<file path="config.mk">
export PLATFORM = sky130hd
export DESIGN_NAME = vga_pattern_sequencer
export DESIGN_NICKNAME = d
export VERILOG_FILES = /design/src/rtl/vga_seq_pkg.sv /design/src/rtl/vga_frame_timer.sv /design/src/rtl/vga_pattern_sequencer.sv
export SDC_FILE = /design/constraint.sdc
export NUM_CORES = 1
export LEC_CHECK = 0
export CORE_UTILIZATION = 40
export CTS_CLUSTER_SIZE = 25
export DETAILED_ROUTE_END_ITERATION = 16
export HOLD_SLACK_MARGIN = 0.03
export PLACE_DENSITY_LB_ADDON = 0.05
export SLEW_MARGIN = 5
export SYNTH_ARGS = -nofsm -noshare
export SYNTH_HDL_FRONTEND = slang
export SYNTH_SLANG_ARGS = --single-unit
</file>
<file path="constraint.sdc">
create_clock -name i_Clk -period 3.6 [get_ports i_Clk]
set_clock_uncertainty 0.2 [all_clocks]
set_input_delay 0.72 -clock i_Clk [delete_from_list [all_inputs] [get_ports i_Clk]]
set_output_delay 0.72 -clock i_Clk [all_outputs]
set_load 0.02 [all_outputs]
</file>
<file path="src/rtl/vga_seq_pkg.sv">
// Shared command/response byte codes, FSM state encoding and ASCII hex helpers
// for the VGA pattern sequencer.
package vga_seq_pkg;

    localparam logic [7:0] CMD_DWELL    = 8'h44;
    localparam logic [7:0] CMD_AUTO_ON  = 8'h47;
    localparam logic [7:0] CMD_AUTO_OFF = 8'h48;
    localparam logic [7:0] CMD_STATUS   = 8'h53;

    localparam logic [7:0] RSP_ACK = 8'h4B;
    localparam logic [7:0] RSP_NAK = 8'h3F;

    typedef enum logic [1:0] {
        ST_IDLE    = 2'd0,
        ST_GET_ARG = 2'd1,
        ST_RESP    = 2'd2
    } seq_state_t;

    // Digits '0'..'9' and lowercase 'a'..'f'; uppercase letters are commands.
    function automatic logic is_hex_cmd(input logic [7:0] b);
        return ((b >= 8'h30) && (b <= 8'h39)) || ((b >= 8'h61) && (b <= 8'h66));
    endfunction

    function automatic logic [3:0] hex_val(input logic letter, input logic [3:0] nib);
        return letter ? (nib + 4'd9) : nib;
    endfunction

    function automatic logic [7:0] hex_ascii(input logic [3:0] n);
        return (n < 4'd10) ? (8'h30 + {4'd0, n}) : (8'h37 + {4'd0, n});
    endfunction

endpackage

</file>
<file path="src/rtl/vga_frame_timer.sv">
// Frame tick from a falling edge of the registered VSync, plus the auto-cycle
// dwell counter that flags when the pattern should advance on that tick.
module vga_frame_timer (
    input  logic       i_Clk,
    input  logic       i_Rst,
    input  logic       i_VSync,
    input  logic       i_Auto,
    input  logic       i_Clr,
    input  logic [7:0] i_Dwell,
    output logic       o_Tick,
    output logic       o_Advance
);
    logic       vsync_q, vsync_d;
    logic [7:0] cnt_q, cnt_d;

    always_comb begin
        vsync_d   = i_VSync;
        o_Tick    = vsync_q & ~i_VSync;
        o_Advance = o_Tick & i_Auto & (cnt_q == (i_Dwell - 8'd1));
        cnt_d     = cnt_q;
        if (o_Advance)
            cnt_d = 8'd0;
        else if (o_Tick && i_Auto)
            cnt_d = cnt_q + 8'd1;
        // A dwell change or auto entry restarts the interval even on a tick cycle.
        if (i_Clr)
            cnt_d = 8'd0;
    end

    always_ff @(posedge i_Clk) begin
        if (i_Rst) begin
            vsync_q <= 1'b0;
            cnt_q   <= 8'd0;
        end else begin
            vsync_q <= vsync_d;
            cnt_q   <= cnt_d;
        end
    end

endmodule

</file>
<file path="src/rtl/vga_pattern_sequencer.sv">
// UART-commanded test-pattern sequencer: manual select, auto-cycle with dwell, ACK/NAK replies.
// Define VGA_SEQ_STATUS_EN to make 'S' reply with the current pattern as an ASCII hex digit.
module vga_pattern_sequencer
    import vga_seq_pkg::*;
#(
    parameter int NUM_PATTERNS = 8,
    parameter int RESET_DWELL  = 60
) (
    input  logic       i_Clk,
    input  logic       i_Rst,
    input  logic       i_RX_DV,
    input  logic [7:0] i_RX_Byte,
    input  logic       i_VSync,
    input  logic       i_TX_Active,
    output logic       o_TX_DV,
    output logic [7:0] o_TX_Byte,
    output logic [3:0] o_Pattern,
    output logic       o_Auto
);
    localparam logic [3:0] LAST_IDX  = 4'(NUM_PATTERNS - 1);
    localparam logic [4:0] NUM_PAT5  = 5'(NUM_PATTERNS);
    localparam logic [7:0] DWELL_RST = 8'(RESET_DWELL);

    seq_state_t state_q, state_d;
    logic [3:0] pattern_q, pattern_d;
    logic       auto_q, auto_d;
    logic [7:0] dwell_q, dwell_d;
    logic       pend_vld_q, pend_vld_d;
    logic [3:0] pend_idx_q, pend_idx_d;
    logic       tx_dv_q, tx_dv_d;
    logic [7:0] tx_byte_q, tx_byte_d;
    logic       cnt_clr, tick, advance;
    logic [3:0] sel_idx;

    vga_frame_timer u_timer (
        .i_Clk     (i_Clk),
        .i_Rst     (i_Rst),
        .i_VSync   (i_VSync),
        .i_Auto    (auto_q),
        .i_Clr     (cnt_clr),
        .i_Dwell   (dwell_q),
        .o_Tick    (tick),
        .o_Advance (advance)
    );

    always_comb begin
        state_d    = state_q;
        pattern_d  = pattern_q;
        auto_d     = auto_q;
        dwell_d    = dwell_q;
        pend_vld_d = pend_vld_q;
        pend_idx_d = pend_idx_q;
        tx_dv_d    = 1'b0;
        tx_byte_d  = tx_byte_q;
        cnt_clr    = 1'b0;
        sel_idx    = hex_val(i_RX_Byte[6], i_RX_Byte[3:0]);

        // Tick works on pre-command state; a same-cycle select re-arms pending below.
        if (tick) begin
            if (pend_vld_q) begin
                pattern_d  = pend_idx_q;
                pend_vld_d = 1'b0;
            end else if (advance) begin
                pattern_d = (pattern_q == LAST_IDX) ? 4'd0 : pattern_q + 4'd1;
            end
        end

        case (state_q)
            ST_IDLE: begin
                if (i_RX_DV) begin
                    state_d   = ST_RESP;
                    tx_byte_d = RSP_NAK;
                    if (is_hex_cmd(i_RX_Byte)) begin
                        if ({1'b0, sel_idx} < NUM_PAT5) begin
                            pend_idx_d = sel_idx;
                            pend_vld_d = 1'b1;
                            auto_d     = 1'b0;
                            tx_byte_d  = RSP_ACK;
                        end
                    end else begin
                        case (i_RX_Byte)
                            CMD_AUTO_ON: begin
                                auto_d    = 1'b1;
                                cnt_clr   = 1'b1;
                                tx_byte_d = RSP_ACK;
                            end
                            CMD_AUTO_OFF: begin
                                auto_d    = 1'b0;
                                tx_byte_d = RSP_ACK;
                            end
                            CMD_DWELL: begin
                                state_d   = ST_GET_ARG;
                                tx_byte_d = tx_byte_q;
                            end
`ifdef VGA_SEQ_STATUS_EN
                            CMD_STATUS: tx_byte_d = hex_ascii(pattern_q);
`endif
                            default: ;
                        endcase
                    end
                end
            end
            ST_GET_ARG: begin
                if (i_RX_DV) begin
                    dwell_d   = (i_RX_Byte == 8'd0) ? 8'd1 : i_RX_Byte;
                    cnt_clr   = 1'b1;
                    tx_byte_d = RSP_ACK;
                    state_d   = ST_RESP;
                end
            end
            ST_RESP: begin
                if (!i_TX_Active) begin
                    tx_dv_d = 1'b1;
                    state_d = ST_IDLE;
                end
            end
            default: state_d = ST_IDLE;
        endcase
    end

    always_ff @(posedge i_Clk) begin
        if (i_Rst) begin
            state_q    <= ST_IDLE;
            pattern_q  <= 4'd0;
            auto_q     <= 1'b0;
            dwell_q    <= DWELL_RST;
            pend_vld_q <= 1'b0;
            pend_idx_q <= 4'd0;
            tx_dv_q    <= 1'b0;
            tx_byte_q  <= 8'd0;
        end else begin
            state_q    <= state_d;
            pattern_q  <= pattern_d;
            auto_q     <= auto_d;
            dwell_q    <= dwell_d;
            pend_vld_q <= pend_vld_d;
            pend_idx_q <= pend_idx_d;
            tx_dv_q    <= tx_dv_d;
            tx_byte_q  <= tx_byte_d;
        end
    end

    assign o_TX_DV   = tx_dv_q;
    assign o_TX_Byte = tx_byte_q;
    assign o_Pattern = pattern_q;
    assign o_Auto    = auto_q;

endmodule
</file>
# Word level (Yosys, flattened, before mapping)
# Cells that the tools add are included.
# totals
in_bits,13
output_inout_bits,14
elab_cells,85
regBits,38
# op_classes
magnitude_cmp,5
muxes,31
reduce_logical,18
eq_ne,12
bitwise_logic,5
add_sub_neg,4
# op_table
cell,n
8-bit 2-to-1 mux,4
8-bit one-hot mux with 2 select lines,2
"8-bit by 7-bit equality test with 1-bit output, second input constant",3
4-bit 2-to-1 mux,4
1-bit 2-to-1 mux,12
4-bit AND reduction,3
2-bit 2-to-1 mux,5
"8-bit by 1-bit adder with 8-bit output, second input constant",1
8-bit equality test,1
"8-bit by 6-bit >= comparator with 1-bit output, second input constant",1
"8-bit by 7-bit >= comparator with 1-bit output, second input constant",1
"8-bit by 6-bit less-or-equal comparator with 1-bit output, second input constant",1
"8-bit by 7-bit less-or-equal comparator with 1-bit output, second input constant",1
8-bit zero test,1
"8-bit by 1-bit subtractor with 8-bit output, second input constant",1
7-bit 2-to-1 mux,1
"2-bit inequality test, second input constant",3
2-bit one-hot mux with 3 select lines,1
"4-bit by 1-bit adder with 4-bit output, second input constant",1
"4-bit adder, second input constant",1
"4-bit by 3-bit equality test with 1-bit output, second input constant",1
"4-bit less-than comparator, second input constant",1
1-bit one-hot mux with 2 select lines,2
2-bit AND reduction,2
14 further kinds,21

# Depth between registers and ports, before layout
# depth
depth_word,7
depth_mapped,8
depth_no_buf,8

# Hierarchy
# Synthesis repeated with hierarchy kept, for this count alone.
# unflattened
hier_cells,219
hier_area_um2,1876.8
# modules_own_cells
module,area_each_um2,instances,seq_area_each_um2,cells_per_inst
vga_pattern_sequencer,1183.6,1,480.5,137
vga_frame_timer,693.2,1,180.2,82

# Least setup slack after synthesis
# OpenSTA, ideal clock, no wires.
# synth_timing
path_type,reg-to-reg
startpoint,reg dwell_q[0]
endpoint,"reg pattern_q[3], in the netlist o_Pattern[3]"
arrival_time_ns,2.136
path_stages_with_launch,9
required_time_ns,3.279
setup_slack_ns,1.143
setup_time_ns,0.121
n_path_buf,0
synth_period_minus_slack_ns,2.457
cell_sequence,dfxtp_1 > inv_1 > ha_1 > nor2b_1 > or3_1 > a31o_1 > nor4_4 > o21ai_2 > mux2_4
# synth_between
elab_chain_cells,5
# synth_rtl
item,line,source
start: declaration,vga_pattern_sequencer.sv:27,"logic [7:0] dwell_q, dwell_d;"
start signal: assignment,vga_pattern_sequencer.sv:135,dwell_q <= dwell_d;
8-bit by 1-bit subtractor with 8-bit output,vga_frame_timer.sv:19,o_Advance = o_Tick & i_Auto & (cnt_q == (i_Dwell - 8'd1));
8-bit equality test,vga_frame_timer.sv:19,
1-bit bitwise AND,vga_frame_timer.sv:19,
2-bit nonzero test (no source line),n/a,
2-bit AND reduction (no source line),n/a,
end signal: assignment,vga_pattern_sequencer.sv:133,pattern_q <= pattern_d;
end: declaration,vga_pattern_sequencer.sv:25,"logic [3:0] pattern_q, pattern_d;"
# Every way passes these cells.
# A chain may end at the register's enable or synchronous reset.

# Worst setup path in the final report
# layout_timing
startpoint,in i_VSync
endpoint,reg u_timer.cnt_q[4]
# layout_between
elab_chain_cells,5
word_cells_on_any_way,6
cone_classes,bitwise: 4; reduce/logical: 2
# layout_rtl
item,line,source
start: declaration,vga_pattern_sequencer.sv:13,"input logic i_VSync,"
1-bit inverter *,vga_frame_timer.sv:18,o_Tick = vsync_q & ~i_VSync;
1-bit bitwise AND *,vga_frame_timer.sv:18,
1-bit bitwise AND (2 in series),vga_frame_timer.sv:19,
3-bit OR reduction (no source line),n/a,
end signal: assignment,vga_frame_timer.sv:36,cnt_q <= cnt_d;
end: declaration,vga_frame_timer.sv:14,"logic [7:0] cnt_q, cnt_d;"
# Every way passes the cells marked *; elsewhere a longest branch is shown, timed or not.

==> results.py <==
metrics = {
    "outcome": {
        "status": "completed",
    },
    "global_routing": {
        "grt_pass1_vias": 1453,
        "grt_usage": 0.178,
        "antenna_found_initial": 0,
        "overflow": 0,
        "grt_pass1_wl_um": 7090,
        "grt_start_max_net_pins": 15,
    },
    "clock_tree": {
        "ctsRootBufferMaster": "clkbuf_8",
        "cts.sinks": 33,
        "cts_setup_buffers": 0,
        "clk_latency_ns": 0.29,
        "cts_buffers": 5,
        "ctsLongestPathBuffers": 2,
        "ctsResizeCount": 0,
        "cts_hold_buf": 0,
        "clkTransAtPathRegs_ns": 0.07,
        "cts_tree": "yes",
        "htreeDepth": 2,
    },
    "yosys": {
        "ys_async_sr_fraction": 0,
        "synth_area_um2": 1890,
        "yosysWarnings": 0,
        "ys_ff_latch": 33,
        "ys_types": 46,
        "syn-mean-instance-area_um2": 8.24,
        "netlist_instances": 230,
        "syn_nets": 250,
        "ys_seq_area_frac": 0.349,
        "synth_flop_cell": "dfxtp_1",
        "synth_edf_count": 0,
    },
    "power": {
        "pwr_density_cell_nw_per_um2": 343,
        "ir_worst_vdd_mv": 0.134,
        "p_leak_uw": 0.000890,
    },
    "cells_and_area": {
        "areaGrowthSynthToFinish_pct": 18.8,
        "finalNetCount": 270,
        "layout_commonest_cell": "dfxtp_1",
        "fillers": 461,
        "diodes": 0,
        "final_cell_mix": "dfxtp_1 (33), nor2_1 (25), nand2_1 (25), clkdlybuf4s50_1 (25), xor2_1 (13)",
        "design_area_um2": 2250,
        "layout-drive-gt1-share": 0.0677,
    },
    "routing": {
        "post-route-drc-count": 0,
        "num_vias": 1566,
        "wl_um": 4010,
        "avgViaCountPerCell": 5.17,
        "ant_nets": 0,
        "drt-initial-drc-count": 98,
        "drt-wirelength-per-cell_um": 13.2,
        "drt_first_pass_iters": 6,
    },
    "setup_path": {
        "startpoint_type": "input pin",
        "arrival_ns": 2.77,
        "worstSetupEndpointType": "register",
        "path_max_fanout": 8,
        "critical_path_class": "input pin to register",
        "cp.required_ns": 3.57,
    },
    "floorplan": {
        "io_pins": 27,
        "start_util": 0.426,
        "die_y_um": 70.8,
        "die_width_um": 70.8,
        "dieArea_um2": 5010,
        "core-area_um2": 4440,
        "num_rows": 24,
    },
    "placed_design": {
        "gp_congestion": 0.771,
        "io_buffers": 25,
        "placed_area_um2": 2150,
        "hpwlAfterDp_um": 3030,
    },
    "sta": {
        "slew_headroom": 0.652,
        "drv_slew": 0,
        "period_share": 0.780,
        "timing.fmax_ghz": 0.356,
        "setup_tns_ns": 0,
        "setup_violations": 0,
        "worst_slew_pin_slew_ns": 0.518,
        "period_needed_ns": 2.81,
        "timing.final.hold_violations": 0,
        "grt_setup_unrepaired": "no",
    },
    "hold_path": {
        "hold_class": "register to register",
    },
    "flow_run": {
        "drv_cap": 0,
    },
}
[flip-flops by register name, summed over array words and instances, names as in the netlist]
register / cells
state_q: 2
u_timer.vsync_q: 1
dwell_q: 8
pend_idx_q: 4
o_TX_Byte: 3
o_TX_DV: 1
o_Auto: 1
pend_vld_q: 1
o_Pattern: 4
u_timer.cnt_q: 8
[synthesized netlist by cell type (all sizes together) (7+ instances only)]
cell type	instances	area, µm²
dfxtp	33	661
nand2	25	93.8
nor2	25	93.8
xor2	13	114
nor3	10	50.1
a21oi	9	45.0
inv	9	33.8
nand3	8	40.0
a211oi	7	52.6
clkbuf	7	26.3
ha	7	87.6
nor2b	7	43.8
[cell type report]
type	count	area [µm²]	area share
Tap cell	52	65.1	0.0289
Inverter	9	33.8	0.0150
Clock inverter	1	5.00	0.00222
Multi-Input combinational cell	175	1130	0.503
Timing Repair Buffer	26	258	0.115
Clock buffer	7	96.3	0.0428
Sequential cell	33	661	0.294
[path summary, 6_finish.rpt]
path                            cells past startpoint  slack (ns)          start          endpoint
worst max-delay path                                7        0.79        i_VSync  u_timer.cnt_q[4]
worst min-delay path                                1        0.28  pend_idx_q[3]     pend_idx_q[3]
worst max register to register                      8        0.87     dwell_q[0]  u_timer.cnt_q[4]
worst min register to register                      1        0.28  pend_idx_q[3]     pend_idx_q[3]
[layer usage]
layer / part of all wire / track usage / up-vias
met4: 0.012 / 0.0533 / 0
met5: 0 / 0 / -
met2: 0.41 / 0.255 / 21
met1: 0.55 / 0.264 / 698
li1: - / - / 842
met3: 0.028 / 0.0427 / 5
[cell families after synthesis]
kind of cell               Yosys count  share of synthesized area
AOI/OAI and AO/OA                   38                      0.145
muxes                                6                     0.0343
DFF                                 33                      0.349
and+or+nand+nor                    104                      0.282
other                                1                    0.00198
xor gates and xnor gates            19                     0.0878
adders and majority gates            7                     0.0462
buffers and inverters               22                     0.0542
[report_power, final]
group / total, µW / switching, µW / internal (µW)
clock: 312 / 139 / 173
sequential: 376 / 5.17 / 371
combinational: 84.5 / 45.0 / 39.5
total: 772 / 189 / 583
[critical path, cell delays in order]
cell,delay (ns)
clkdlybuf4s50_1,0.44
and3b_1,0.35
and3_1,0.20
o211ai_1,0.13
nor4_4,0.53
a2111o_1,0.33
nor2_1,0.08
[through the flow]
step	power [µW]	worst slack, ns	std cells	utilization	hold slack, ns
floorplan	433	1.14	230	-	0.248
global placement	469	0.541	295	0.483	0.268
detailed placement	469	0.492	295	0.483	0.271
CTS	776	0.787	303	0.506	0.280
global route	802	0.606	303	0.506	0.299
finish	772	0.794	303	0.506	0.276
(Power assumes the default switching activity.)
